==> config.mk <==
export PLATFORM = sky130hd
export DESIGN_NAME = tanh_sequencer_flat
export DESIGN_NICKNAME = d
export VERILOG_FILES = /design/src/rtl/tanh_seq_pkg.sv /design/src/rtl/tanh_sequencer_if.sv /design/src/rtl/tanh_strobe_pipe.sv /design/src/rtl/tanh_sequencer.sv /design/src/flat_wrapper.sv
export SDC_FILE = /design/constraint.sdc
export NUM_CORES = 1
export LEC_CHECK = 0
export BUFFER_PORTS_ARGS = -buffer_cell sky130_fd_sc_hd__buf_2
export CAP_MARGIN = 30
export CORE_MARGIN = 2
export CORE_UTILIZATION = 50
export CTS_CLUSTER_DIAMETER = 200
export CTS_CLUSTER_SIZE = 28
export DETAILED_ROUTE_END_ITERATION = 8
export GPL_TIMING_DRIVEN = 0
export PLACE_DENSITY_LB_ADDON = 0.2
export SYNTH_ARGS = -nofsm -noshare
export SYNTH_HDL_FRONTEND = slang
export SYNTH_HIERARCHICAL = 1
export SYNTH_SLANG_ARGS = --single-unit
==> constraint.sdc <==
create_clock -name clock -period 11.9 [get_ports clock]
set_input_delay 2.38 -clock clock [delete_from_list [all_inputs] [get_ports clock]]
set_output_delay 2.38 -clock clock [all_outputs]
set_load 0.02 [all_outputs]
==> src/rtl/tanh_seq_pkg.sv <==
// Shared types and constants for the tanh sequencer: FSM state encoding,
// default geometry and the fixed stage offsets of the accumulate/tanh/interp strobes.
package tanh_seq_pkg;

  typedef enum logic [1:0] {
    ST_IDLE  = 2'd0,
    ST_READ  = 2'd1,
    ST_DRAIN = 2'd2,
    ST_FIN   = 2'd3
  } state_e;

  localparam int DEF_ADDR_W   = 32'd12;
  localparam int DEF_PIPE_LAT = 32'd4;

  // Cycles after a READ cycle at which each per-element stage strobe fires.
  localparam int ACC_STAGE    = 32'd1;
  localparam int TANH_STAGE   = 32'd2;
  localparam int INTERP_STAGE = 32'd3;

endpackage

==> src/rtl/tanh_sequencer_if.sv <==
// Control/address bus of the tanh sequencer. The abort input exists only
// when TANH_SEQ_ABORT_EN is defined.
interface tanh_sequencer_if #(
  parameter int ADDR_W = 32'd12
);
  logic              run;
  logic [ADDR_W:0]   vec_len;
  logic [ADDR_W-1:0] wg_base;
`ifdef TANH_SEQ_ABORT_EN
  logic              abort;
`endif
  logic [ADDR_W-1:0] read_address;
  logic [ADDR_W-1:0] wg_address;
  logic [ADDR_W-1:0] write_address;
  logic              write_enable;
  logic              start_accumulate;
  logic              start_tanh;
  logic              start_interpolation;
  logic              busy;
  logic              done;

  modport master (
    output run, vec_len, wg_base,
`ifdef TANH_SEQ_ABORT_EN
    output abort,
`endif
    input  read_address, wg_address, write_address, write_enable,
    input  start_accumulate, start_tanh, start_interpolation, busy, done
  );

  modport slave (
    input  run, vec_len, wg_base,
`ifdef TANH_SEQ_ABORT_EN
    input  abort,
`endif
    output read_address, wg_address, write_address, write_enable,
    output start_accumulate, start_tanh, start_interpolation, busy, done
  );

endinterface

==> src/rtl/tanh_strobe_pipe.sv <==
// Valid+index shift register tracking issued elements; taps give the stage
// strobes and the result write strobe/address PIPE_LAT cycles after issue.
module tanh_strobe_pipe
  import tanh_seq_pkg::*;
#(
  parameter int ADDR_W   = DEF_ADDR_W,
  parameter int PIPE_LAT = DEF_PIPE_LAT
) (
  input  logic              clock,
  input  logic              reset,
  input  logic              issue,
  input  logic [ADDR_W-1:0] issue_idx,
  output logic              start_accumulate,
  output logic              start_tanh,
  output logic              start_interpolation,
  output logic              write_enable,
  output logic [ADDR_W-1:0] write_address,
  output logic              pending
);

  logic [PIPE_LAT-1:0] valid_r;
  logic [ADDR_W-1:0]   idx_r [PIPE_LAT];

  // Shift issued elements down the pipe; invalid slots carry index 0 so the
  // write address tap is already zero whenever no write is strobed.
  always_ff @(posedge clock or posedge reset) begin
    if (reset) begin
      valid_r <= {PIPE_LAT{1'b0}};
      for (int i = 0; i < PIPE_LAT; i++) idx_r[i] <= {ADDR_W{1'b0}};
    end else begin
      valid_r  <= {valid_r[PIPE_LAT-2:0], issue};
      idx_r[0] <= issue ? issue_idx : {ADDR_W{1'b0}};
      for (int i = 1; i < PIPE_LAT; i++) idx_r[i] <= idx_r[i-1];
    end
  end

  assign start_accumulate    = valid_r[ACC_STAGE-1];
  assign start_tanh          = valid_r[TANH_STAGE-1];
  assign start_interpolation = valid_r[INTERP_STAGE-1];
  assign write_enable        = valid_r[PIPE_LAT-1];
  assign write_address       = idx_r[PIPE_LAT-1];
  // Elements still short of their write cycle.
  assign pending             = |valid_r[PIPE_LAT-2:0];

endmodule

==> src/rtl/tanh_sequencer.sv <==
// Tanh sequencer top: walks N data/weight addresses and drives the per-element
// stage and write strobes. Optional abort input enabled by TANH_SEQ_ABORT_EN.
module tanh_sequencer
  import tanh_seq_pkg::*;
#(
  parameter int ADDR_W   = DEF_ADDR_W,
  parameter int PIPE_LAT = DEF_PIPE_LAT
) (
  input logic           clock,
  input logic           reset,
  tanh_sequencer_if.slave bus
);

  localparam logic [ADDR_W:0]   MAX_N  = {1'b1, {ADDR_W{1'b0}}};
  localparam logic [ADDR_W:0]   ONE_N  = {{ADDR_W{1'b0}}, 1'b1};
  localparam logic [ADDR_W-1:0] ONE_A  = {{(ADDR_W-1){1'b0}}, 1'b1};
  localparam logic [ADDR_W-1:0] ZERO_A = {ADDR_W{1'b0}};

  state_e            state_r, state_n_s;
  logic [ADDR_W:0]   cnt_r, cnt_n_s;
  logic [ADDR_W:0]   n_r, n_n_s;
  logic [ADDR_W:0]   len_clamp_s;
  logic [ADDR_W-1:0] read_addr_r, wg_addr_r, wg_n_s;
  logic              busy_r, done_r, busy_n_s;
  logic              abort_s, pending_s;

`ifdef TANH_SEQ_ABORT_EN
  assign abort_s = bus.abort;
`else
  assign abort_s = 1'b0;
`endif

  assign len_clamp_s = (bus.vec_len > MAX_N) ? MAX_N : bus.vec_len;

  // Next-state and next-address logic. FIN also accepts run so that a held
  // run restarts READ in the cycle right after done.
  always_comb begin
    state_n_s = state_r;
    cnt_n_s   = cnt_r;
    n_n_s     = n_r;
    wg_n_s    = wg_addr_r;
    case (state_r)
      ST_IDLE, ST_FIN: begin
        if (bus.run) begin
          n_n_s   = len_clamp_s;
          cnt_n_s = {(ADDR_W+1){1'b0}};
          wg_n_s  = bus.wg_base;
          if (len_clamp_s == {(ADDR_W+1){1'b0}}) state_n_s = ST_FIN;
          else                                    state_n_s = ST_READ;
        end else begin
          state_n_s = ST_IDLE;
        end
      end
      ST_READ: begin
        if ((cnt_r + ONE_N == n_r) || abort_s) begin
          state_n_s = ST_DRAIN;
        end else begin
          cnt_n_s = cnt_r + ONE_N;
          wg_n_s  = wg_addr_r + ONE_A;
        end
      end
      ST_DRAIN: begin
        if (pending_s) state_n_s = ST_DRAIN;
        else           state_n_s = ST_FIN;
      end
      default: state_n_s = ST_IDLE;
    endcase
    // FIN is busy only when entered directly with N=0, never after a drain.
    busy_n_s = (state_n_s == ST_READ) || (state_n_s == ST_DRAIN) ||
               ((state_n_s == ST_FIN) && (state_r != ST_DRAIN));
  end

  // State and registered outputs; addresses are forced to 0 outside READ.
  always_ff @(posedge clock or posedge reset) begin
    if (reset) begin
      state_r     <= ST_IDLE;
      cnt_r       <= {(ADDR_W+1){1'b0}};
      n_r         <= {(ADDR_W+1){1'b0}};
      read_addr_r <= ZERO_A;
      wg_addr_r   <= ZERO_A;
      busy_r      <= 1'b0;
      done_r      <= 1'b0;
    end else begin
      state_r     <= state_n_s;
      cnt_r       <= cnt_n_s;
      n_r         <= n_n_s;
      read_addr_r <= (state_n_s == ST_READ) ? cnt_n_s[ADDR_W-1:0] : ZERO_A;
      wg_addr_r   <= (state_n_s == ST_READ) ? wg_n_s : ZERO_A;
      busy_r      <= busy_n_s;
      done_r      <= (state_n_s == ST_FIN);
    end
  end

  tanh_strobe_pipe #(
    .ADDR_W   (ADDR_W),
    .PIPE_LAT (PIPE_LAT)
  ) u_pipe (
    .clock               (clock),
    .reset               (reset),
    .issue               (state_r == ST_READ),
    .issue_idx           (read_addr_r),
    .start_accumulate    (bus.start_accumulate),
    .start_tanh          (bus.start_tanh),
    .start_interpolation (bus.start_interpolation),
    .write_enable        (bus.write_enable),
    .write_address       (bus.write_address),
    .pending             (pending_s)
  );

  assign bus.read_address = read_addr_r;
  assign bus.wg_address   = wg_addr_r;
  assign bus.busy         = busy_r;
  assign bus.done         = done_r;

endmodule

==> src/flat_wrapper.sv <==
// flat-port wrapper written by rule: the top's interface ports become plain ports
module tanh_sequencer_flat import tanh_seq_pkg::*;
#(
  parameter int ADDR_W   = DEF_ADDR_W,
  parameter int PIPE_LAT = DEF_PIPE_LAT
)
  (clock, reset, bus_run, bus_vec_len, bus_wg_base, bus_read_address, bus_wg_address, bus_write_address, bus_write_enable, bus_start_accumulate, bus_start_tanh, bus_start_interpolation, bus_busy, bus_done);
  tanh_sequencer_if #(.ADDR_W(ADDR_W)) bus_i ();
  input logic clock;
  input logic reset;
  input wire logic [$bits(bus_i.run)-1:0] bus_run;
  input wire logic [$bits(bus_i.vec_len)-1:0] bus_vec_len;
  input wire logic [$bits(bus_i.wg_base)-1:0] bus_wg_base;
  output wire logic [$bits(bus_i.read_address)-1:0] bus_read_address;
  output wire logic [$bits(bus_i.wg_address)-1:0] bus_wg_address;
  output wire logic [$bits(bus_i.write_address)-1:0] bus_write_address;
  output wire logic [$bits(bus_i.write_enable)-1:0] bus_write_enable;
  output wire logic [$bits(bus_i.start_accumulate)-1:0] bus_start_accumulate;
  output wire logic [$bits(bus_i.start_tanh)-1:0] bus_start_tanh;
  output wire logic [$bits(bus_i.start_interpolation)-1:0] bus_start_interpolation;
  output wire logic [$bits(bus_i.busy)-1:0] bus_busy;
  output wire logic [$bits(bus_i.done)-1:0] bus_done;
  assign bus_i.run = bus_run;
  assign bus_i.vec_len = bus_vec_len;
  assign bus_i.wg_base = bus_wg_base;
  assign bus_read_address = bus_i.read_address;
  assign bus_wg_address = bus_i.wg_address;
  assign bus_write_address = bus_i.write_address;
  assign bus_write_enable = bus_i.write_enable;
  assign bus_start_accumulate = bus_i.start_accumulate;
  assign bus_start_tanh = bus_i.start_tanh;
  assign bus_start_interpolation = bus_i.start_interpolation;
  assign bus_busy = bus_i.busy;
  assign bus_done = bus_i.done;
  tanh_sequencer #(.ADDR_W(ADDR_W), .PIPE_LAT(PIPE_LAT)) u_core (.clock(clock), .reset(reset), .bus(bus_i));
endmodule
# --- Word-level counts from Yosys, hierarchy flattened ---
# Cells that the tools add are included.
totals:
  register_bits: 106
  input_bits: 28
  output_inout_bits: 42
classes:
  n_addsub: 2
  order_cmp: 1
  eq_ne: 13
  n_mux: 15
  n_reduce_logical: 11
ops:
  columns: ["cell", "n"]
  rows:
  - ["two-way mux 12 bit", 5]
  - ["two-way mux 13 bit", 3]
  - ["one-hot mux 13 bit (2 select lines)", 1]
  - ["one-hot mux 12 bit (2 select lines)", 1]
  - ["adder 13 x 1 -> 13 bit, second input constant", 1]
  - ["equality test 13 bit", 1]
  - ["> comparator 13 bit, second input constant", 1]
  - ["logical NOT 13 bit", 1]
  - ["adder 12 x 1 -> 12 bit, second input constant", 1]
  - ["!= test 3 bit, second input constant", 3]
  - ["equality test 2 bit, second input constant", 4]
  - ["two-way mux 2 bit", 3]
  - ["!= test 2 bit, second input constant", 3]
  - ["one-hot mux 2 bit (3 select lines)", 1]
  - ["AND reduction 3 bit", 2]
  - ["equality test 2 x 1 -> 1 bit, second input constant", 2]
  - ["OR reduction 3 bit", 1]
  - ["logical NOT 2 bit", 1]
  - ["logical OR 1 bit", 2]
  - ["AND reduction 2 bit", 1]
  - ["nonzero test 2 bit", 1]
  - ["OR reduction 2 bit", 1]
  - ["logical AND 1 bit", 1]
  - ["two-way mux 1 bit", 1]

# --- Logic depth before layout (Yosys ltp) ---
# Gate-level depths: netlist of run 1.
depth:
  ltp_word: 9
  mapped_depth: 19
  ltp_nobuf: 14

# --- Hierarchy ---
# The synthesis of run 1 kept the hierarchy.
modules_own_cells:
  columns: ["mod", "n_inst", "cells_per_inst", "area_per_inst_um2"]
  rows:
  - ["tanh_sequencer", 1, 368, 3355.7]
  - ["tanh_strobe_pipe", 1, 79, 1481.4]

# --- Worst setup path before layout of run 1 ---
# No wires, ideal clock.
synth_timing:
  path_type: "input-to-reg"
  start: "in bus_vec_len[3]"
  end: "reg u_core.wg_addr_r[4], in the netlist u_core/bus.wg_address[4]"
  t_arrival_ps: 4341
  setup_slack_ps: 7411
  cell_stages: 12
  path_buffers: 2
  path_cell_list: "nor4_1 > nand3_1 > or3_1 > o211a_1 > ha_1 > clkbuf_1 > inv_1 > clkbuf_1 > nor3_1 > nand4_1 > o311a_1 > o311ai_0"
synth_between:
  elab_chain_len: 9
  elab_cells_between_ends: 12
synth_lines:
  columns: ["element", "line", "source"]
  rows:
  - ["start: declaration", "flat_wrapper.sv:12", "input wire logic [$bits(bus_i.vec_len)-1:0] bus_vec_len;"]
  - ["> comparator 13 bit", "tanh_sequencer.sv:33", "assign len_clamp_s = (bus.vec_len > MAX_N) ? MAX_N : bus.vec_len;"]
  - ["two-way mux 13 bit (*)", "tanh_sequencer.sv:33", null]
  - ["logical NOT 13 bit (*)", "tanh_sequencer.sv:48", "if (len_clamp_s == {(ADDR_W+1){1'b0}}) state_n_s = ST_FIN;"]
  - ["two-way mux 2 bit (*)", "tanh_sequencer.sv:48", null]
  - ["two-way mux 2 bit (*)", "tanh_sequencer.sv:44", "if (bus.run) begin"]
  - ["one-hot mux 2 bit (3 select lines) (*)", "tanh_sequencer.sv:42", "case (state_r)"]
  - ["equality test 2 x 1 -> 1 bit (*)", "tanh_sequencer.sv:88", "wg_addr_r <= (state_n_s == ST_READ) ? wg_n_s : ZERO_A;"]
  - ["!= test 3 bit (no line)", null, null]
  - ["AND reduction 3 bit (no line)", null, null]
  - ["end signal: assignment", "tanh_sequencer.sv:88", null]
  - ["end: declaration", "tanh_sequencer.sv:23", "logic [ADDR_W-1:0] read_addr_r, wg_addr_r, wg_n_s;"]
# Mark *: on every way between the ends. The rest lies on a longest branch, timed or not.
# A chain may end at the register's enable or synchronous reset.

# --- Final worst setup path of run 1 ---
layout_timing:
  start: "in bus_vec_len[7]"
  end: "reg u_core.wg_addr_r[2], in the netlist u_core/bus.wg_address[2]"
# The elaborated chain is that of the path after synthesis.

==> flow_metrics.tcl, run 1 <==
set metrics [dict create \
    status "finished clean" \
    cp.required_ns 12.14 \
    switching_power_uw 504 \
    tightest_slew_ns 0.616 \
    slew_violations 0 \
    leakagePower_uw 0.00268 \
    final_cells 663 \
    cpMostUsedCell "clkbuf_1" \
    peakVddDrop_uv 80.5 \
    max_clock_freq_ghz 0.202 \
    coreArea_um2 9330 \
    cap_violations 0 \
    syn2layout_area_growth_pct 15.6 \
    n_fill_cell 818 \
    cts_max_level 3 \
    seqPwrFrac 0.413 \
    clockBufferDepth 2 \
    grt_pass1_vias 3573 \
    rows 35 \
    totalWireLength_mm 10.6 \
    synth-edff-count 0 \
    hold_buffers 0 \
    layout.nets 564 \
    max_stage_delay_ns 0.47 \
    vias 3791 \
    cts_buffers 9 \
    antenna_found_initial 0 \
    grt_setup_unrepaired "no" \
    vias_per_cell 5.72 \
    dp_hpwl_mm 7.57 \
    synth_cell_types 63 \
    slowest_stage "clkbuf_1" \
    start_util 0.519 \
    grtUsageTotal 0.215 \
    grt_overflow 0 \
    critPathLaunchType "input pin" \
    setup_viol 0 \
    path_class "input pin to flop" \
    finalSetupTns_ns 0 \
    cp_max_fo 10 \
    max_slew_margin 0.589 \
    portBuffers 69 \
    ys_seq_elements 106 \
    p_sw_frac 0.424 \
    drc 0 \
    clock_latency_ns 0.37 \
    arrival_ns 5.19 \
    die-width_um 102 \
    fin_crit_sh 0.416 \
    grt_pass1_wl_mm 17.5 \
    gp_congestion 0.894 \
    clk_pin_slew_worst_paths_ns 0.11 \
    n_antenna_cell 0 \
    placed_cells 647 \
    first_pass_iters 5 \
    cts_tree "done" \
    multi_input_area_um2 1860 \
    drtAntennaViolNets 0 \
    ctsRootBufferMaster "clkbuf_8" \
    avgRoutedWirePerCell_um 16.0 \
    p_comb_frac 0.398 \
    min_path_type "flop to flop" \
    final-hold-violation-count 0 \
    grt_max_degree 46 \
    postLayoutCoreUtil 0.599 \
    syn_area_per_cell_um2 10.8 \
    layout_min_cycle_time_ns 4.95 \
    yosys_warnings 6 \
    clkPwrFrac 0.189 \
    synth_ff_type "dfrtp_1" \
    synth_nets 482 \
    synth_cells 447 \
    die_area_um2 10500 \
    drt-initial-drc-count 294 \
    fin_skew_ns 0.0171 \
    ctsResizeCount 0 \
    powerDensity_nw_per_um2 213 \
    synthArstFlopShare 1.00 \
    cts.sinks 106 \
    regArea_um2 2650 \
    final_layout_size_suffix_gt1_frac 0.234 \
    ios 70 \
    synth_area_um2 4840 \
    path_cells "buf_2 > nor4_1 > nand3_1 > or3_1 > o211a_1 > ha_1 > clkbuf_1 > inv_1 > clkbuf_1 > clkbuf_1 > o22ai_1" \
    end_kind "flop" \
    post-cts-setup-buffer-count 0 \
    p_int_uw 684 \
    fp.dieH_um 102 \
    synth_seq_area_share 0.548 \
]
placed cells by master, fill, tap and decap left out, types with 12 or more instances in the layout:
master	synthesis	final
dfrtp_1	106	106
buf_2	7	76
nand2_1	42	42
nand3_1	25	25
buf_4	17	17
inv_1	19	17
and2_1	16	16
a21oi_1	15	15
clkbuf_1	14	14
o21ai_0	12	12
a22o_1	12	12
layer usage:
metal / global-route usage / vias to the layer above / part of all wire
li1: - / 1781 / -
met1: 0.310 / 1838 / 0.47
met2: 0.327 / 161 / 0.45
met3: 0.0376 / 11 / 0.063
met4: 0.0800 / 0 / 0.013
met5: 0 / - / 0
critical path: cells and delay by family:
kind	cells	cell delay, ns
adders and majority gates	1	0.20
AOI/OAI and AO/OA	2	0.32
buffers and inverters	5	1.43
and+or+nand+nor	3	0.85
cells in the mapped netlist, types with 7 or more instances:
master    instances  area share
inv_1            19       0.015
xnor2_1          11       0.020
buf_2             7      0.0072
dfrtp_1         106        0.55
ha_1              7       0.018
a21oi_1          15       0.016
nor3_1            8      0.0083
and2_1           16       0.021
nor4_1            8       0.010
nor2_1           11      0.0085
a22o_1           12       0.022
a31oi_1          11       0.014
o311ai_1          8       0.014
nand2_1          42       0.033
o21ai_0          12       0.012
clkbuf_1         14       0.011
nand3_1          25       0.026
buf_4            17       0.026
path summary, 6_finish.rpt:
check / startpoint / slack [ns] / cells after the start / to
worst min register to register: u_core/u_pipe/idx_r[21]$_DFF_PP0_ / 0.36 / 0 / u_core/u_pipe/write_address[9]$_DFF_PP0_
worst max-delay path: bus_vec_len[7] / 6.95 / 11 / u_core/bus.wg_address[2]$_DFFE_PP0P_
worst min-delay path: u_core/u_pipe/idx_r[21]$_DFF_PP0_ / 0.36 / 0 / u_core/u_pipe/write_address[9]$_DFF_PP0_
min in group asynchronous: reset / 1.91 / 2 / u_core/u_pipe/valid_r[1]$_DFF_PP0_
max in group asynchronous: reset / 9.25 / 3 / u_core/bus.wg_address[0]$_DFFE_PP0P_
worst max register to register: u_core/cnt_r[0]$_DFF_PP0_ / 7.19 / 17 / u_core/bus.wg_address[2]$_DFFE_PP0P_
state kept, by name, indices dropped and copies added, names as in the netlist:
signal                       flops
u_core/u_pipe/idx_r             36
u_core/cnt_r                    13
u_core/bus.read_address         12
u_core/bus.busy                  1
u_core/bus.wg_address           12
u_core/u_pipe/valid_r            4
u_core/bus.done                  1
u_core/n_r                      13
u_core/u_pipe/write_address     12
u_core/state_r                   2
logic make-up (layout without fill, tap and decap cells):
family                     count (synthesis)  count (layout)  share of synthesized area
and+or+nand+nor                          144             144                      0.160
AOI/OAI and AO/OA                        109             109                      0.169
DFF                                      106             106                      0.548
buffers and inverters                     61             148                     0.0665
xor gates and xnor gates                  15              15                     0.0272
adders and majority gates                  7               7                     0.0181
muxes                                      5               5                     0.0109
layout make-up:
| class | count | share of cell area |
|---|---|---|
| Sequential cell | 106 | 0.474 |
| Multi-Input combinational cell | 280 | 0.333 |
| Timing Repair Buffer | 71 | 0.0689 |
| Buffer | 42 | 0.0448 |
| Tap cell | 129 | 0.0289 |
| Clock buffer | 9 | 0.0222 |
| Clock inverter | 7 | 0.0150 |
| Inverter | 19 | 0.0128 |
power by group through the flow:
stage | registers, uW | logic (uW) | clock network (uW)
after CTS | 491 | 468 | 229
after global routing | 502 | 517 | 245
final | 491 | 473 | 225
after global placement | 495 | 455 | 0
after floorplan | 516 | 308 | 0
after detailed placement | 498 | 466 | 0
stage by stage:
stage                     hold slack, ns  setup WS (ns)  total power, uW  area, um2
after floorplan                    0.331           7.41              823       4840
after global placement             0.331           6.65              950       5340
after detailed placement           0.335           6.64              964       5380
after CTS                          0.358           7.03             1190       5590
after global routing               0.360           6.72             1260       5590
final                              0.356           6.95             1190       5590
No activity file was read; power rests on OpenSTA's default activity.
==> run 2, diff against run 1 <==
- clock period: 11.9 -> 4.5 ns (I/O delays scaled with it)
==> flow_metrics.tcl, run 2 (synthesis results as in run 1) <==
set metrics [dict create \
    cp_max_fo 10 \
    syn2layout_area_growth_pct 16.0 \
    post-cts-setup-buffer-count 0 \
    slew_violations 0 \
    clkPwrFrac 0.189 \
    n_antenna_cell 0 \
    fin_skew_ns 0.0160 \
    cts_tree "done" \
    pre_cts_ws_ns -0.0793 \
    reg_top3 "u_core/u_pipe/idx_r x36, u_core/cnt_r x13, u_core/n_r x13" \
    final-hold-violation-count 0 \
    cp.required_ns 4.76 \
    grt_pass1_vias 3573 \
    first_pass_iters 4 \
    p_int_uw 1820 \
    p_comb_frac 0.400 \
    vias_per_cell 5.72 \
    start_util 0.519 \
    leakagePower_uw 0.00268 \
    max_slew_margin 0.595 \
    p_sw_frac 0.422 \
    cpMostUsedCell "buf_2" \
    drtAntennaViolNets 0 \
    seqPwrFrac 0.412 \
    grt_setup_unrepaired "no" \
    hold_buffers 0 \
    path_class "flop to flop" \
    gp_congestion 0.894 \
    finalSetupTns_ns 0 \
    final_layout_size_suffix_gt1_frac 0.242 \
    cts_max_level 3 \
    grt_overflow 0 \
    setup_viol 0 \
    vias 3788 \
    worst_slack_ns 0.358 \
    powerDensity_nw_per_um2 562 \
    portBuffers 69 \
    die_area_um2 10500 \
    ctsRootBufferMaster "clkbuf_8" \
    coreArea_um2 9330 \
    grt_pass1_wl_mm 17.5 \
    drt-initial-drc-count 261 \
    dp_hpwl_mm 7.57 \
    critPathLaunchType "flop" \
    slowest_stage "dfrtp_1" \
    die-width_um 102 \
    drc 0 \
    min_path_type "flop to flop" \
    cap_violations 0 \
    power_uw 3150 \
    status "finished clean" \
    clock_latency_ns 0.38 \
    largest_reg_flops 36 \
    max_stage_delay_ns 0.55 \
    final_common_cell "dfrtp_1" \
    totalWireLength_mm 10.6 \
    n_fill_cell 817 \
    grtUsageTotal 0.215 \
    peakVddDrop_uv 213 \
    cts_buffers 9 \
    fp.dieH_um 102 \
    clockBufferDepth 2 \
    tightest_slew_ns 0.601 \
    antenna_found_initial 0 \
    grt_max_degree 46 \
    largest-register "u_core/u_pipe/idx_r" \
    path_cells "ha_1 > buf_2 > nand4_2 > o31a_1 > o2111ai_1 > nor4_4 > nand3_2 > buf_2 > nand3_1 > a21oi_1 > ha_4 > inv_1 > clkbuf_2 > nor3_1 > nand4_1 > o311a_1 > o311ai_0" \
    ios 70 \
    arrival_ns 4.40 \
    max_clock_freq_ghz 0.241 \
    fin_crit_sh 0.920 \
    layout_min_cycle_time_ns 4.14 \
    avgRoutedWirePerCell_um 16.0 \
    clk_pin_slew_worst_paths_ns 0.12 \
    rows 35 \
    layout_common_cells "106 x dfrtp_1, 76 x buf_2, 42 x nand2_1" \
    end_kind "flop" \
    switching_power_uw 1330 \
    cts.sinks 106 \
    layout.nets 563 \
]
==> run 2: path summary, 6_finish.rpt <==
check	start	to	slack, ns	cells past startpoint
worst min register to register	u_core/u_pipe/idx_r[21]$_DFF_PP0_	u_core/u_pipe/write_address[9]$_DFF_PP0_	0.36	0
worst min-delay path	u_core/u_pipe/idx_r[21]$_DFF_PP0_	u_core/u_pipe/write_address[9]$_DFF_PP0_	0.36	0
max in group asynchronous	reset	u_core/bus.wg_address[0]$_DFFE_PP0P_	3.34	3
min in group asynchronous	reset	u_core/u_pipe/valid_r[1]$_DFF_PP0_	0.43	2
worst max register to register	u_core/cnt_r[0]$_DFF_PP0_	u_core/bus.wg_address[4]$_DFFE_PP0P_	0.36	17
worst max-delay path	u_core/cnt_r[0]$_DFF_PP0_	u_core/bus.wg_address[4]$_DFFE_PP0P_	0.36	17
==> run 2: power groups by stage <==
stage / clock network (uW) / registers (uW) / logic (uW)
after detailed placement: 0 / 1320 / 1230
after global placement: 0 / 1310 / 1200
after global routing: 648 / 1330 / 1380
final: 594 / 1300 / 1260
after CTS: 607 / 1300 / 1240
after floorplan: 0 / 1360 / 813
==> run 2: final cells by class <==
type | count | area (um2) | area share
flip-flops and latches | 106 | 2650 | 0.473
clock buffers | 9 | 124 | 0.0221
repair buffers | 71 | 385 | 0.0687
multi-input cells | 280 | 1880 | 0.335
well taps | 129 | 161 | 0.0288
clock inverters | 7 | 83.8 | 0.0149
plain buffers | 41 | 249 | 0.0444
inverters | 19 | 71.3 | 0.0127
==> run 2: critical path, delay by kind of cell, from the launching register on <==
kind	cells	cell delay, ns
buf+inv	4	0.80
fa+ha+maj	2	0.45
compound gates	5	1.17
simple gates	6	1.03
flops	1	0.55
==> run 2: per-stage QoR <==
stage	instance area (um2)	instances	utilization	hold slack [ns]
4_1_cts	5590	663	0.600	0.358
6_report	5610	662	0.601	0.355
3_3_place_gp	5340	645	0.573	0.331
3_5_place_dp	5380	647	0.577	0.335
2_1_floorplan	4840	447	-	0.331
5_1_grt	5610	662	0.601	0.360
==> run 2: repair_timing <==
item,CTS,global route
pin swaps,0,0
setup endpoints to repair,13,22
resized for setup,2,3
==> run 2: metal layers <==
layer | global-route usage | up-vias | share of wire
li1 | - | 1779 | -
met1 | 0.310 | 1838 | 0.47
met2 | 0.327 | 156 | 0.45
met3 | 0.0376 | 15 | 0.065
met4 | 0.0800 | 0 | 0.015
met5 | 0 | - | 0
==> run 3, diff against run 2 <==
- BUFFER_PORTS_ARGS: -buffer_cell sky130_fd_sc_hd__buf_2 -> -buffer_cell sky130_fd_sc_hd__buf_4
==> flow_metrics.tcl, run 3 (synthesis results as in run 1) <==
set metrics [dict create \
    antenna_found_initial 0 \
    setup_viol 0 \
    max_clock_freq_ghz 0.237 \
    cp.required_ns 4.76 \
    layout_min_cycle_time_ns 4.22 \
    tightest_slew_ns 0.622 \
    dp_hpwl_mm 7.77 \
    start_util 0.519 \
    final_cells 662 \
    cts.sinks 106 \
    grt_max_degree 48 \
    grt_pass1_vias 3550 \
    grt_pass1_wl_mm 17.4 \
    cap_violations 0 \
    cts_max_level 3 \
    status "finished clean" \
    gp_congestion 0.883 \
    drtAntennaViolNets 0 \
    grt_overflow 0 \
    worst_slack_ns 0.279 \
    path_cells "ha_1 > buf_2 > nand4_2 > nor4_2 > xnor2_1 > nor4_4 > nand3_2 > buf_2 > nand3_1 > a21oi_1 > ha_2 > inv_1 > clkbuf_2 > nor3_1 > nand4_1 > o311a_1 > o311ai_0" \
    post_dp_cell_area_um2 5560 \
    cpMostUsedCell "buf_2" \
    cp_max_fo 10 \
    avgRoutedWirePerCell_um 16.2 \
    path_buf_inv 4 \
    fin_skew_ns 0.0128 \
    fp.dieH_um 102 \
    fin_crit_sh 0.938 \
    clock_latency_ns 0.38 \
    placed_cells 647 \
    grtUsageTotal 0.214 \
    powerDensity_nw_per_um2 556 \
    finalSetupTns_ns 0 \
    max_stage_delay_ns 0.55 \
    rows 35 \
    final-hold-violation-count 0 \
    drt-initial-drc-count 295 \
    syn2layout_area_growth_pct 19.3 \
    largest-register "u_core/u_pipe/idx_r" \
    max_slew_margin 0.581 \
    drc 0 \
    totalWireLength_mm 10.7 \
    leakagePower_uw 0.00271 \
    vias_per_cell 5.77 \
    ctsRootBufferMaster "clkbuf_8" \
    die_area_um2 10500 \
    layout.nets 563 \
    largest_reg_flops 36 \
    end_kind "flop" \
    min_path_type "flop to flop" \
    portBuffers 69 \
    n_antenna_cell 0 \
    cp_top_family "simple AND/OR/NAND/NOR gates" \
    path_class "flop to flop" \
    die-width_um 102 \
    ios 70 \
    reg_top3 "u_core/u_pipe/idx_r x36, u_core/cnt_r x13, u_core/n_r x13" \
    coreArea_um2 9330 \
    vias 3817 \
    fin_area_um2 5770 \
    slowest_stage "dfrtp_1" \
    final_layout_size_suffix_gt1_frac 0.242 \
    first_pass_iters 5 \
    arrival_ns 4.48 \
    grt_setup_unrepaired "no" \
    final_common_cell "dfrtp_1" \
    pre_cts_ws_ns -0.0785 \
    clockBufferDepth 2 \
    clk_pin_slew_worst_paths_ns 0.12 \
    slew_violations 0 \
    cts_buffers 9 \
    cts_tree "done" \
    critPathLaunchType "flop" \
    layout_common_cells "106 x dfrtp_1, 86 x buf_4, 42 x nand2_1" \
    peakVddDrop_uv 268 \
]
-- run 3: what timing repair did --
action / 4_1_cts / 5_1_grt
hold buffers: 0 / 0
gates cloned: 0 / 0
pin swaps: 0 / 0
setup endpoints to repair: 11 / 18
buffers inserted: 0 / 0
resized for setup: 2 / 2
-- run 3: where the power goes --
group          leakage [uW]  switching, uW  internal [uW]  total (uW)
Sequential          0.00144            164           1140        1300
Clock              0.000106            364            236         600
Combinational       0.00116            800            504        1300
Total               0.00271           1330           1880        3210
-- run 3: stage by stage --
step           total power, uW  hold WS [ns]   util
2_1_floorplan             2180         0.331      -
3_3_place_gp              2570         0.332  0.591
3_5_place_dp              2610         0.335  0.596
4_1_cts                   3210         0.350  0.618
5_1_grt                   3400         0.355  0.619
6_report                  3210         0.351  0.619
-- run 3: layer usage --
layer  wire length (um)  part of all wire  GRT usage
met2               4950              0.46      0.324
met3                620             0.058     0.0356
met1               4920              0.46      0.307
met4                227             0.021     0.0903
met5                  0                 0          0
-- run 3: layout make-up --
type / count / area [um2]
Fill cell: 758 / 3560
Clock buffer: 10 / 138
Sequential cell: 106 / 2650
Inverter: 19 / 71.3
Multi-Input combinational cell: 280 / 1870
Tap cell: 129 / 161
Timing Repair Buffer: 71 / 558
Buffer: 41 / 249
Clock inverter: 6 / 67.6
-- run 3: path summary, 6_finish.rpt --
kind / cells past startpoint / start / endpoint / slack, ns
worst max-delay path: 17 / u_core/cnt_r[0]$_DFF_PP0_ / u_core/bus.wg_address[4]$_DFFE_PP0P_ / 0.28
worst min-delay path: 0 / u_core/u_pipe/idx_r[34]$_DFF_PP0_ / u_core/u_pipe/idx_r[22]$_DFF_PP0_ / 0.35
worst max register to register: 17 / u_core/cnt_r[0]$_DFF_PP0_ / u_core/bus.wg_address[4]$_DFFE_PP0P_ / 0.28
worst min register to register: 0 / u_core/u_pipe/idx_r[34]$_DFF_PP0_ / u_core/u_pipe/idx_r[22]$_DFF_PP0_ / 0.35
max in group asynchronous: 3 / reset / u_core/n_r[6]$_DFFE_PP0P_ / 3.35
min in group asynchronous: 2 / reset / u_core/u_pipe/valid_r[0]$_DFF_PP0_ / 0.41
-- run 3: worst reg2reg max path, cell delays in order (launching register included) --
cell and delay (ns):
dfrtp_1 0.55, ha_1 0.20, buf_2 0.21, nand4_2 0.20, nor4_2 0.38, xnor2_1 0.22, nor4_4 0.08, nand3_2 0.19
buf_2 0.30, nand3_1 0.11, a21oi_1 0.25, ha_2 0.36, inv_1 0.11, clkbuf_2 0.22, nor3_1 0.27, nand4_1 0.16
o311a_1 0.17, o311ai_0 0.12
